[src/rtl/ddr_rd_unpack_256to16_pkg.sv]
// Shared definitions for the DDR read-side unpacker and the matching write-side packer.
// Word/pixel widths, occupancy encoding and the lane-index width.
package ddr_rd_unpack_256to16_pkg;

  localparam int unsigned DEF_IN_W  = 256;
  localparam int unsigned DEF_OUT_W = 16;
  localparam int unsigned DEF_LANES = DEF_IN_W / DEF_OUT_W;
  localparam int unsigned LW        = $clog2(DEF_LANES);

  typedef enum logic [1:0] {
    OCC_EMPTY = 2'd0,
    OCC_ONE   = 2'd1,
    OCC_FULL  = 2'd2
  } occ_e;

endpackage

[src/rtl/ddr_rd_unpack_256to16_unpack_lane_mux.sv]
// Selects one OUT_W pixel from the head word by lane index.
// Lane order is LSB-first unless UNPACK_MSB_FIRST_EN is defined (then MSB-first).
module unpack_lane_mux
  import ddr_rd_unpack_256to16_pkg::*;
#(
  parameter int unsigned IN_W   = DEF_IN_W,
  parameter int unsigned OUT_W  = DEF_OUT_W,
  parameter int unsigned LANES  = IN_W / OUT_W,
  parameter int unsigned LANE_W = LW
) (
  input  logic [IN_W-1:0]   word,
  input  logic [LANE_W-1:0] lane,
  output logic [OUT_W-1:0]  pix_c
);

  logic [LANE_W-1:0] idx_c;

  // Physical lane index after applying the configured lane order
  always_comb begin
`ifdef UNPACK_MSB_FIRST_EN
    idx_c = LANE_W'(LANES - 1) - lane;
`else
    idx_c = lane;
`endif
  end

  always_comb begin
    pix_c = '0;
    for (int unsigned i = 0; i < LANES; i++) begin
      if (idx_c == LANE_W'(i)) begin
        pix_c = word[i*OUT_W +: OUT_W];
      end
    end
  end

endmodule

[src/rtl/ddr_rd_unpack_256to16.sv]
// 256-bit DDR read word to 16-bit pixel unpacker with a 2-entry prefetch buffer.
// Build option: UNPACK_MSB_FIRST_EN reverses lane order (handled in unpack_lane_mux).
module ddr_rd_unpack_256to16
  import ddr_rd_unpack_256to16_pkg::*;
#(
  parameter int unsigned IN_W  = DEF_IN_W,
  parameter int unsigned OUT_W = DEF_OUT_W
) (
  input  logic             clk,
  input  logic             rst_n,
  input  logic             flush,
  input  logic [IN_W-1:0]  in_data,
  input  logic             in_vld,
  output logic             in_rdy,
  output logic [OUT_W-1:0] out_data,
  output logic             out_vld,
  input  logic             out_rdy,
  output logic [1:0]       lvl
);

  localparam int unsigned LANES  = IN_W / OUT_W;
  localparam int unsigned LANE_W = $clog2(LANES);

  occ_e              occ_q, occ_n;
  logic [LANE_W-1:0] lane_q, lane_n;
  logic [IN_W-1:0]   slot0_q, slot0_n;
  logic [IN_W-1:0]   slot1_q, slot1_n;
  logic              rdy_q, rdy_n;

  logic push_c;
  logic pix_pop_c;
  logic last_lane_c;
  logic word_pop_c;

  // Ready comes from a register so out_rdy never reaches in_rdy combinationally
  assign in_rdy  = rdy_q & ~flush;
  assign out_vld = (occ_q != OCC_EMPTY);
  assign lvl     = occ_q;

  assign push_c      = in_vld & in_rdy;
  assign pix_pop_c   = out_vld & out_rdy & ~flush;
  assign last_lane_c = (lane_q == LANE_W'(LANES - 1));
  assign word_pop_c  = pix_pop_c & last_lane_c;

  always_ff @(posedge clk or negedge rst_n) begin
    if (!rst_n) begin
      occ_q   <= OCC_EMPTY;
      lane_q  <= '0;
      slot0_q <= '0;
      slot1_q <= '0;
      rdy_q   <= 1'b0;
    end else begin
      occ_q   <= occ_n;
      lane_q  <= lane_n;
      slot0_q <= slot0_n;
      slot1_q <= slot1_n;
      rdy_q   <= rdy_n;
    end
  end

  // Occupancy FSM, slot movement and lane counter
  always_comb begin
    occ_n   = occ_q;
    lane_n  = lane_q;
    slot0_n = slot0_q;
    slot1_n = slot1_q;

    if (flush) begin
      occ_n  = OCC_EMPTY;
      lane_n = '0;
    end else begin
      if (pix_pop_c) begin
        lane_n = last_lane_c ? '0 : lane_q + LANE_W'(1);
      end

      case (occ_q)
        OCC_EMPTY: begin
          if (push_c) begin
            slot0_n = in_data;
            occ_n   = OCC_ONE;
          end
        end
        OCC_ONE: begin
          // Refill on the last-lane pop goes straight into slot0: no bubble
          if (push_c && word_pop_c) begin
            slot0_n = in_data;
          end else if (push_c) begin
            slot1_n = in_data;
            occ_n   = OCC_FULL;
          end else if (word_pop_c) begin
            occ_n = OCC_EMPTY;
          end
        end
        OCC_FULL: begin
          if (word_pop_c) begin
            slot0_n = slot1_q;
            occ_n   = OCC_ONE;
          end
        end
        default: begin
          occ_n = OCC_EMPTY;
        end
      endcase
    end

    rdy_n = (occ_n != OCC_FULL);
  end

  unpack_lane_mux #(
    .IN_W  (IN_W),
    .OUT_W (OUT_W),
    .LANES (LANES),
    .LANE_W(LANE_W)
  ) u_lane_mux (
    .word (slot0_q),
    .lane (lane_q),
    .pix_c(out_data)
  );

endmodule

[config.mk]
export PLATFORM = sky130hd
export DESIGN_NAME = ddr_rd_unpack_256to16
export DESIGN_NICKNAME = d
export VERILOG_FILES = /design/src/rtl/ddr_rd_unpack_256to16_pkg.sv /design/src/rtl/ddr_rd_unpack_256to16_unpack_lane_mux.sv /design/src/rtl/ddr_rd_unpack_256to16.sv
export SDC_FILE = /design/constraint.sdc
export NUM_CORES = 1
export LEC_CHECK = 0
export CORE_ASPECT_RATIO = 1.5
export CORE_MARGIN = 8
export CORE_UTILIZATION = 57
export DETAILED_ROUTE_END_ITERATION = 10
export PLACE_DENSITY = 0.81
export RECOVER_POWER = 50
export SLEW_MARGIN = 20
export SYNTH_ARGS = -nofsm -noshare
export SYNTH_HDL_FRONTEND = slang
export SYNTH_HIERARCHICAL = 1
export SYNTH_SLANG_ARGS = --single-unit
[constraint.sdc]
create_clock -name clk -period 2.9 [get_ports clk]
set_input_delay 0.725 -clock clk [delete_from_list [all_inputs] [get_ports clk]]
set_output_delay 0.725 -clock clk [all_outputs]
set_load 0.02 [all_outputs]
# Yosys cells after proc, flatten, opt, wreduce, memory -nomap -nowiden
# Cells that the tools add are included.
# word_totals
register_bits	519
in_bits	261
out_inout_bits	20
elab_cells	72
# classes
add_sub_neg	1
n_eq_ne	21
mux	30
n_bitwise	7
reduce_logical	8
# op_table
operator	n
$mux W256	3
$pmux W256 S3	1
$mux W16	16
$eq A4 B4 Y1 const B	8
$eq A4 B3 Y1 const B	4
$mux W2	6
$mux W4	3
$eq A4 B2 Y1 const B	2
$ne A2 B2 Y1 const B	4
$pmux W2 S3	1
$and A1 B1 Y1	5
$reduce_and A5 Y1	1
$add A4 B1 Y4 const B	1
$eq A4 B1 Y1 const B	1
$logic_not A4 Y1	1
$reduce_and A4 Y1	1
$reduce_bool A2 Y1	2
$reduce_bool A3 Y1	1
$eq A2 B1 Y1 const B	1
$eq A2 B2 Y1 const B	1
$logic_not A2 Y1	1
$not A1 Y1	2
$logic_and A1 B1 Y1	1

# Logic depth before layout (Yosys ltp)
# Gate-level depths: netlist (run 1).
# depth
depth_word	17
ltp_mapped	9
mapped_depth_nobuf	5

# By module
# The synthesis (run 1) kept the hierarchy.
# by_module_without_submodules
module	n_inst	cells_each	area_per_inst_um2	seq_area_each_um2
ddr_rd_unpack_256to16	1	2011	22082.4	12987.5
unpack_lane_mux	1	354	2592.5	0.0

# Least setup slack after synthesis (run 1)
# Ideal clock, no wire load.
# synth_path
path_type	register -> output
startpoint	register lane_q[1]
endpoint	output port out_data[13]
arrival_time_ns	1.873
required_ns	2.175
slack_ns	0.302
path_stages_with_launch	7
n_path_buf	4
cell_sequence	dfrtp_1 buf_2 buf_2 buf_4 buf_2 o311ai_0 a311oi_1
# synth_between
elab_chain_cells	17
word_cells_on_any_way	32
cone_classes	15 x eq/ne; 16 x mux; 1 x reduce/logical
# synth_lines
element	line_no	text
start: declaration	ddr_rd_unpack_256to16.sv:25	logic [LANE_W-1:0] lane_q, lane_n;
start signal: assignment	ddr_rd_unpack_256to16.sv:54	lane_q <= lane_n;
$logic_not A4 Y1	ddr_rd_unpack_256to16_unpack_lane_mux.sv:30	if (idx_c == LANE_W'(i)) begin
$mux W16 (15 in a row)	ddr_rd_unpack_256to16_unpack_lane_mux.sv:30	
$mux W16 (*)	ddr_rd_unpack_256to16_unpack_lane_mux.sv:30	
end: declaration	ddr_rd_unpack_256to16.sv:15	output logic [OUT_W-1:0] out_data,
# Mark *: on every way between the ends. The rest lies on a longest branch, timed or not.

# Worst setup path in the final report (run 1)
# layout_path
startpoint	register lane_q[1]
endpoint	output port out_data[5]
# Same word-level chain as after synthesis.

==> impl_metrics.csv, run 1 <==
group,metric,value,unit
run_status,status,"finished, violations left",
run_status,violations,"max-capacitance violations, max-slew violations, negative setup slack",
critical_path,cp_max_fo,7,
placement,gp_congestion,0.950,
yosys,synthArstFlopShare,1.00,
route,viasPerCell,6.42,
placement,io_buffer_count,280,
clocking,numCtsBuffers,49,
yosys,synth_edf_count,0,
route,firstDrtPassIters,6,
clocking,htree_levels,2,
route,drt_iter0_markers,1925,
final_layout,mostFrequentLayoutCells,"nand2_1, dfrtp_1, a21oi_1",
job,max-cap-violations,1,
sta,clock_skew,0.0141,ns
critical_path,cp-start-kind,"flip-flop",
critical_path,path_buf_inv,3,
grt,grt_use_total,0.332,
sta,fin_tns_setup,-5.33,ns
final_layout,final_nets,2907,
pwr,peakVddDrop,0.000678,V
critical_path,path_delay_family,"compound AO/OA/AOI/OAI gates",
final_layout,fin_cells,3257,
die,coreArea,42800,um2
final_layout,area_growth,25.5,%
final_layout,fin_util,0.723,
final_layout,layout-drive-gt1-share,0.249,
yosys,synth_seq_cells,519,
critical_path,slowest_delay,0.56,ns
critical_path,crit_type,"reg -> out",
yosys,synth_cell_types,59,
yosys,ys_seq_area_frac,0.526,
grt,grt_first_pass_wirelength,129,mm
placement,post-dp-hpwl,58.9,mm
final_layout,mostFrequentLayoutCell,"nand2_1",
pwr,p_per_area,860,nW/um2
sta,timing.fmax,0.302,GHz
sta,setup_viol,16,
route,ant_nets,0,
clocking,clkTransAtPathRegs,0.07,ns
grt,grt_pass1_vias,21300,
yosys,syn_avg_cell_area,10.4,um2
sta,worst_pin_slew,2.01,ns
grt,grt_max_degree,135,
clocking,cts_tree,"built",
critical_path,cp.arrival,2.58,ns
critical_path,cp_slowest_cell,"dfrtp_4",
route,drc,0,
sta,fin_crit,3.31,ns
grt,antenna_found_initial,5,
critical_path,worstPathCellList,"buf_12 -> nor4b_4 -> a2bb2oi_1 -> a22oi_1 -> buf_4 -> nor3_2 -> o22ai_2 -> buf_6",
yosys,synth_cells,2365,
sta,fin_crit_sh,1.14,
route,vias,20900,
critical_path,worst_ep_required_time,2.17,ns
die,row_count,93,
die,die_w,186,um
min_path,hp-class,"reg -> reg",
sta,slew_violations,71,
grt,overflow,0,
die,start_util,0.576,
route,finalWirelength,84.3,mm
die,dieHeight,271,um
yosys,synthesis.nets,2627,
clocking,clock_latency,0.58,ns
yosys,synth_warnings,6,
sta,relSlewSlack,-0.343,
clocking,cts_max_path_buffers,3,
sta,hold_viol,0,
pwr,power_leakage,0.0128,uW
placement,dpl.cell_count,3145,
route,wl_per_cell,25.9,um
yosys,syn_area,24700,um2
sta,layout_setup_ws,-0.408,ns
die,ioPinCount,281,
clocking,clock-root-buffer,"clkbuf_16",
clocking,cts_sinks,519,
critical_path,end_kind,"output port",
sta,rsz0062_at_grt,"true",
yosys,ys.flop_type,"dfrtp_1",
die,die-area,50300,um2
## cell usage after synthesis (6+ instances only)
| master | n | share of area |
|---|---|---|
| nor2_1 | 27 | 0.0041 |
| a21oi_1 | 284 | 0.058 |
| a211oi_1 | 13 | 0.0040 |
| dfrtp_1 | 519 | 0.53 |
| buf_2 | 26 | 0.0053 |
| buf_4 | 45 | 0.014 |
| o221ai_1 | 9 | 0.0032 |
| mux4_2 | 19 | 0.017 |
| a31oi_2 | 28 | 0.014 |
| a221o_1 | 6 | 0.0024 |
| nand2b_1 | 12 | 0.0030 |
| a31oi_1 | 229 | 0.058 |
| nand3_1 | 8 | 0.0016 |
| mux2i_1 | 28 | 0.011 |
| nand2_1 | 550 | 0.084 |
| clkbuf_1 | 112 | 0.017 |
| buf_6 | 26 | 0.012 |
| nor3_1 | 18 | 0.0037 |
| nor2b_1 | 12 | 0.0030 |
| mux2_2 | 267 | 0.12 |
| o21ai_0 | 25 | 0.0051 |
| o22ai_1 | 23 | 0.0058 |
| inv_1 | 10 | 0.0015 |
## routing by layer
layer	GRT usage	wire, um	up-vias
met2	0.554	42400	1003
li1	-	-	9013
met4	0.212	6200	2
met3	0.0500	5110	278
met5	0	16	-
met1	0.395	30500	10600
## worst register-to-register path, stage by stage, from the launching register on
cell,delay [ns]
dfrtp_4,0.56
buf_12,0.18
buf_8,0.13
buf_4,0.14
ha_1,0.24
and4_1,0.30
nor3_4,0.24
buf_12,0.28
buf_12,0.29
mux2_2,0.38
## path summary, 6_finish.rpt
kind | to | cells after the start | slack (ns) | start
setup / recovery | out_data[5] | 8 | -0.41 | lane_q[1]$_DFFE_PN0P_
hold / removal | slot1_q[33]$_DFFE_PN0P_ | 1 | 0.51 | slot1_q[33]$_DFFE_PN0P_
setup reg to reg | slot1_q[88]$_DFFE_PN0P_ | 9 | 0.04 | lane_q[1]$_DFFE_PN0P_
hold reg to reg | slot1_q[33]$_DFFE_PN0P_ | 1 | 0.51 | slot1_q[33]$_DFFE_PN0P_
max in group asynchronous | slot0_q[47]$_DFFE_PN0P_ | 2 | 0.35 | rst_n
min in group asynchronous | slot1_q[234]$_DFFE_PN0P_ | 1 | 0.70 | rst_n
## final cells by class
class	count	area [um2]
diodes	3	7.51
clock buffers	67	1420
clock inverters	23	273
fillers	3015	11800
inverters	11	48.8
multi-input cells	1624	10900
flip-flops and latches	519	13000
well taps	570	713
repair buffers	440	4570
## power breakdown
| group | internal [uW] | total (uW) | switching, uW |
|---|---|---|---|
| clock | 3880 | 6710 | 2830 |
| combinational | 3650 | 7040 | 3390 |
| sequential | 10300 | 12900 | 2610 |
## flip-flops by register name (all words and copies together), names as in the netlist
| register | count |
|---|---|
| slot0_q | 256 |
| lvl | 2 |
| rdy_q | 1 |
| slot1_q | 256 |
| lane_q | 4 |
## cell families after synthesis
logic type                 count (synthesis)  share of synthesized area
AOI/OAI and AO/OA                        660                      0.165
and+or+nand+nor                          647                      0.105
DFF                                      519                      0.526
muxes                                    315                      0.152
xor gates and xnor gates                   1                   0.000355
adders and majority gates                  1                   0.000507
buffers and inverters                    222                     0.0508
## stage by stage
| stage | instance area, um2 | worst slack, ns | power [uW] | hold WS, ns |
|---|---|---|---|---|
| finish | 31000 | -0.408 | 26600 | 0.506 |
| global route | 31000 | -0.470 | 27700 | 0.520 |
| CTS | 30900 | -0.401 | 26500 | 0.175 |
| detailed placement | 28600 | -0.406 | 19400 | 0.495 |
| global placement | 28600 | -0.402 | 19000 | 0.488 |
| floorplan | 24700 | 0.302 | 15900 | 0.429 |
## timing repair
| action | 4_1_cts | 5_1_grt |
|---|---|---|
| gates resized for setup | 195 | 46 |
| cloned | 2 | 0 |
| buffers inserted | 15 | 6 |
| endpoints found under the setup margin | 16 | 16 |
| hold buffers | 0 | 0 |
| pin swaps | 24 | 8 |
No activity file was read; power rests on OpenSTA's default activity.
==> run 2, diff against run 1 <==
Settings changed: SETUP_SLACK_MARGIN set to 0.02.
==> impl_metrics.csv, run 2 (synthesized netlist as in run 1, its figures left out) <==
group,metric,value,unit
sta,setup_viol,16,
route,finalWirelength,84.5,mm
sta,relSlewSlack,-0.351,
min_path,hp-class,"reg -> reg",
run_status,status,"finished, violations left",
clocking,clock-root-buffer,"clkbuf_16",
die,dieHeight,271,um
sta,fin_tns_setup,-5.27,ns
clocking,clock_latency,0.58,ns
final_layout,area_growth,25.7,%
grt,antenna_found_initial,5,
critical_path,cp-start-kind,"flip-flop",
sta,rsz0062_at_grt,"true",
route,drt_iter0_markers,1906,
final_layout,final_area,31000,um2
pwr,comb_power_share,0.264,
critical_path,worst_ep_required_time,2.17,ns
grt,grt_use_total,0.332,
critical_path,cp.arrival,2.60,ns
run_status,violations,"max-capacitance violations, max-slew violations, negative setup slack",
sta,hold_slack,0.505,ns
pwr,p_per_area,859,nW/um2
die,ioPinCount,281,
pwr,clockPowerShare,0.252,
placement,io_buffer_count,280,
route,ant_nets,0,
route,drc,0,
placement,gp_congestion,0.950,
placement,dpl.cell_count,3145,
pwr,p_int,17800,uW
pwr,power_leakage,0.0128,uW
clocking,clkTransAtPathRegs,0.07,ns
job,max-cap-violations,1,
sta,clock_skew,0.0150,ns
sta,slew_violations,71,
grt,grt_pass1_vias,21300,
final_layout,fin_cells,3259,
sta,worst_pin_slew,2.03,ns
die,start_util,0.576,
sta,fin_crit,3.32,ns
final_layout,final_nets,2909,
die,die-area,50300,um2
final_layout,mostFrequentLayoutCell,"nand2_1",
clocking,numCtsBuffers,49,
clocking,cts_hold_buf,0,
placement,placed_area,28600,um2
die,row_count,93,
critical_path,cp_max_fo,7,
clocking,htree_levels,2,
final_layout,layout-drive-gt1-share,0.249,
route,viasPerCell,6.41,
final_layout,mostFrequentLayoutCells,"nand2_1, dfrtp_1, a21oi_1",
critical_path,crit_type,"reg -> out",
pwr,switching_share,0.332,
grt,grt_max_degree,135,
grt,overflow,0,
sta,timing.fmax,0.301,GHz
sta,hold_viol,0,
route,wl_per_cell,25.9,um
pwr,switchingPower,8840,uW
pwr,p_seq_frac,0.484,
critical_path,end_kind,"output port",
die,die_w,186,um
clocking,cts_sinks,519,
clocking,cts_tree,"built",
clocking,cts_max_path_buffers,3,
die,coreArea,42800,um2
route,vias,20900,
grt,grt_first_pass_wirelength,129,mm
placement,post-dp-hpwl,58.9,mm
final_layout,reg_top3,"slot0_q (256), slot1_q (256), lane_q (4)",
sta,fin_crit_sh,1.15,
pwr,peakVddDrop,0.000678,V
sta,layout_setup_ws,-0.422,ns
route,firstDrtPassIters,5,
[run 2: cell count changes in the layout (fill, tap and decap cells not counted)]
cell | previous run | this run
buf_4 | 93 | 94
clkbuf_16 | 50 | 51
[run 2: metrics by stage]
step	setup slack, ns	util	total power [uW]
after floorplan	0.302	-	15900
after global placement	-0.402	0.667	19000
after detailed placement	-0.406	0.667	19400
after CTS	-0.401	0.721	26500
after global routing	-0.470	0.724	27700
final	-0.422	0.724	26700
[run 2: power groups by stage]
stage / combinational [uW] / clock (uW) / sequential [uW]
3_5_place_dp: 6640 / 0 / 12800
5_1_grt: 7610 / 7060 / 13100
6_report: 7040 / 6720 / 12900
3_3_place_gp: 6340 / 0 / 12700
2_1_floorplan: 4450 / 0 / 11500
4_1_cts: 6950 / 6780 / 12700
[run 2: cell type report]
cell class / instances / area (um2)
inverter: 11 / 48.8
antenna: 3 / 7.51
tap: 570 / 713
clock buffer: 67 / 1420
fill: 3013 / 11800
timing repair buffer: 442 / 4610
clock inverter: 23 / 273
sequential: 519 / 13000
multi-input combinational: 1624 / 10900
[run 2: per-layer routing]
metal | wire length, um | GRT usage | vias up | part of all wire
met3 | 5380 | 0.0500 | 281 | 0.064
met1 | 30300 | 0.395 | 10600 | 0.36
met2 | 42600 | 0.554 | 1019 | 0.50
met4 | 6240 | 0.212 | 2 | 0.074
met5 | 16 | 0 | - | 0.00019
li1 | - | - | 9023 | -
[run 2: worst max-delay path: stages, from the launching register on]
cell and delay, ns:
dfrtp_4 0.56, buf_12 0.18, nor4b_4 0.29, a2bb2oi_1 0.12
a22oi_1 0.25, buf_4 0.16, nor3_2 0.04, o22ai_2 0.25
buf_6 0.16
[run 2: repair_timing]
| action | CTS | global route |
|---|---|---|
| pin swaps | 24 | 9 |
| hold endpoints to repair | 0 | 0 |
| gates resized for setup | 195 | 46 |
| setup buffers | 15 | 7 |
| endpoints found under the setup margin | 16 | 20 |
| gates cloned | 2 | 1 |
[run 2: final timing paths]
check	endpoint	start	slack, ns	depth (start not counted)
min in group asynchronous	slot1_q[234]$_DFFE_PN0P_	rst_n	0.70	1
max in group asynchronous	slot0_q[54]$_DFFE_PN0P_	rst_n	0.35	2
min	slot1_q[226]$_DFFE_PN0P_	slot1_q[226]$_DFFE_PN0P_	0.51	1
min reg2reg	slot1_q[226]$_DFFE_PN0P_	slot1_q[226]$_DFFE_PN0P_	0.51	1
max reg2reg	slot1_q[88]$_DFFE_PN0P_	lane_q[1]$_DFFE_PN0P_	0.13	9
max	out_data[5]	lane_q[1]$_DFFE_PN0P_	-0.42	8
==> run 3, diff against run 2 <==
==> constraint.sdc (replaced) <==
create_clock -name clk -period 2.9 [get_ports clk]
set_input_delay 0.87 -clock clk [delete_from_list [all_inputs] [get_ports clk]]
set_output_delay 0.87 -clock clk [all_outputs]
set_load 0.02 [all_outputs]
==> impl_metrics.csv, run 3 (synthesized netlist as in run 1, its figures left out) <==
group,metric,value,unit
clocking,cts_sinks,519,
final_layout,area_growth,28.8,%
critical_path,end_kind,"output port",
pwr,clockPowerShare,0.246,
final_layout,mostFrequentLayoutCells,"nand2_1, dfrtp_1, a21oi_1",
sta,worst_pin_slew,1.51,ns
critical_path,r2r-end,"slot1_q[174]$_DFFE_PN0P_",
grt,grt_use_total,0.335,
critical_path,worstPathCellList,"buf_12 -> mux4_2 -> nand2_2 -> o221ai_2 -> a221o_1 -> buf_4",
pwr,power_leakage,0.0132,uW
sta,relSlewSlack,-0.00428,
route,finalWirelength,88.2,mm
pwr,peakVddDrop,0.000565,V
sta,timing.fmax,0.289,GHz
sta,rsz0062_at_grt,"true",
clocking,clock-root-buffer,"clkbuf_16",
final_layout,fill_cells,2889,
final_layout,multi_input_area,11000,um2
pwr,switchingPower,8950,uW
grt,overflow,0,
placement,post-dp-hpwl,60.4,mm
min_path,min_to,"slot1_q[0]$_DFFE_PN0P_",
grt,grt_pass1_vias,21900,
critical_path,r2r-start,"lane_q[0]$_DFFE_PN0P_",
die,start_util,0.576,
pwr,p_int,17900,uW
clocking,cts_tree,"built",
placement,gp_congestion,0.917,
sta,fin_crit_sh,1.19,
sta,hold_slack,0.504,ns
sta,layout_setup_ws,-0.558,ns
grt,antenna_found_initial,2,
run_status,status,"finished, violations left",
die,row_count,93,
route,ant_nets,0,
placement,io_buffer_count,280,
run_status,violations,"max-capacitance violations, max-slew violations, negative setup slack",
grt,grt_first_pass_wirelength,130,mm
final_layout,final_nets,2973,
clocking,cts_max_path_buffers,3,
min_path,min-delay-start,"slot1_q[0]$_DFFE_PN0P_",
critical_path,reg2reg_slack,0,ns
pwr,switching_share,0.334,
die,die-area,50300,um2
grt,grt_max_degree,145,
critical_path,cp_slowest_cell,"mux4_2",
sta,setup_viol,17,
min_path,min_delay_path_depth,1,
job,max-cap-violations,1,
pwr,p_seq_frac,0.480,
die,dieHeight,271,um
route,firstDrtPassIters,6,
sta,hold_viol,0,
clocking,numCtsBuffers,48,
critical_path,slowest_delay,0.54,ns
route,drc,0,
die,coreArea,42800,um2
route,wl_per_cell,26.6,um
clocking,htree_levels,2,
final_layout,mostFrequentLayoutCell,"nand2_1",
route,drt_iter0_markers,2556,
min_path,hp-class,"reg -> reg",
clocking,cts_hold_buf,0,
final_layout,layout-drive-gt1-share,0.267,
critical_path,cp.arrival,2.59,ns
pwr,comb_power_share,0.274,
route,vias,21500,
critical_path,worst_ep_required_time,2.03,ns
die,ioPinCount,281,
final_layout,reg_top3,"slot0_q (256), slot1_q (256), lane_q (4)",
route,viasPerCell,6.49,
critical_path,cp_max_fo,7,
sta,clock_skew,0.0200,ns
critical_path,reg2regPathDepth,12,
critical_path,crit_type,"reg -> out",
sta,slew_violations,49,
clocking,clock_latency,0.58,ns
final_layout,fin_util,0.742,
die,die_w,186,um
clocking,clkTransAtPathRegs,0.06,ns
sta,fin_crit,3.46,ns
final_layout,ff_latch_area,13000,um2
pwr,p_per_area,844,nW/um2
critical_path,cp-start-kind,"flip-flop",
run 3: changes by cell type in the layout (fill, tap and decap cells not counted), sizes merged:
cell	change
buf	+59
bufbuf	-2
bufinv	-2
clkbuf	+12
clkdlybuf4s50	-2
clkinv	-5
clkinvlp	-1
diode	-1
dlygate4sd2	+1
dlymetal6s2s	+1
inv	-1
run 3: layer usage:
layer / up-vias / share of wire / track usage
met5: - / 0 / 0
met4: 0 / 0.067 / 0.191
met3: 317 / 0.069 / 0.0454
met2: 1254 / 0.51 / 0.570
met1: 10800 / 0.36 / 0.402
li1: 9147 / - / -
run 3: through the flow:
| stage | cell area, um2 | std cells | setup WS, ns | power, uW | setup TNS [ns] |
|---|---|---|---|---|---|
| 2_1_floorplan | 24700 | 2365 | 0.157 | 15900 | 0 |
| 6_report | 31800 | 3318 | -0.558 | 26800 | -7.91 |
| 3_5_place_dp | 28900 | 3182 | -0.496 | 19600 | -6.61 |
| 5_1_grt | 31800 | 3318 | -0.617 | 27800 | -12.50 |
| 4_1_cts | 31100 | 3277 | -0.540 | 26400 | -7.59 |
| 3_3_place_gp | 28900 | 3182 | -0.508 | 19100 | -6.39 |
run 3: final cells by class:
cell class              count  area share
repair buffers            507       0.169
multi-input cells        1624       0.346
inverters                  11     0.00142
clock inverters            14     0.00512
clock buffers              71      0.0463
well taps                 570      0.0224
diodes                      2    0.000158
flip-flops and latches    519       0.409
run 3: how the worst max path moves through the flow:
stage	slack, ns	endpoint	cells after the start	startpoint
after floorplan	0.16	out_data[13]	6	lane_q[1]$_DFFE_PN0P_
after global placement	-0.51	out_data[4]	8	lane_q[0]$_DFFE_PN0P_
after detailed placement	-0.50	out_data[4]	8	lane_q[0]$_DFFE_PN0P_
after CTS	-0.54	out_data[12]	7	lane_q[0]$_DFFE_PN0P_
after global routing	-0.62	out_data[10]	8	lane_q[2]$_DFFE_PN0P_
final	-0.56	out_data[10]	6	lane_q[0]$_DFFE_PN0P_
run 3: power groups by stage:
stage	logic (uW)	clock network, uW	registers, uW
after floorplan	4450	0	11500
after global placement	6490	0	12600
after detailed placement	6830	0	12700
after CTS	7090	6610	12700
after global routing	7900	6920	13000
final	7350	6590	12900
run 3: repair_timing:
item | 4_1_cts | 5_1_grt
setup endpoints to repair | 18 | 263
resized for setup | 187 | 70
pin swaps | 27 | 24
cloned | 1 | 10
buffers inserted | 10 | 31
run 3: critical path: cells and delay by family, from the launching register on:
kind / cells / cell delay (ns)
buffers and inverters: 2 / 0.33
AO/OA/AOI/OAI: 2 / 0.51
AND/OR/NAND/NOR: 1 / 0.10
flip-flops: 1 / 0.53
multiplexers: 1 / 0.54
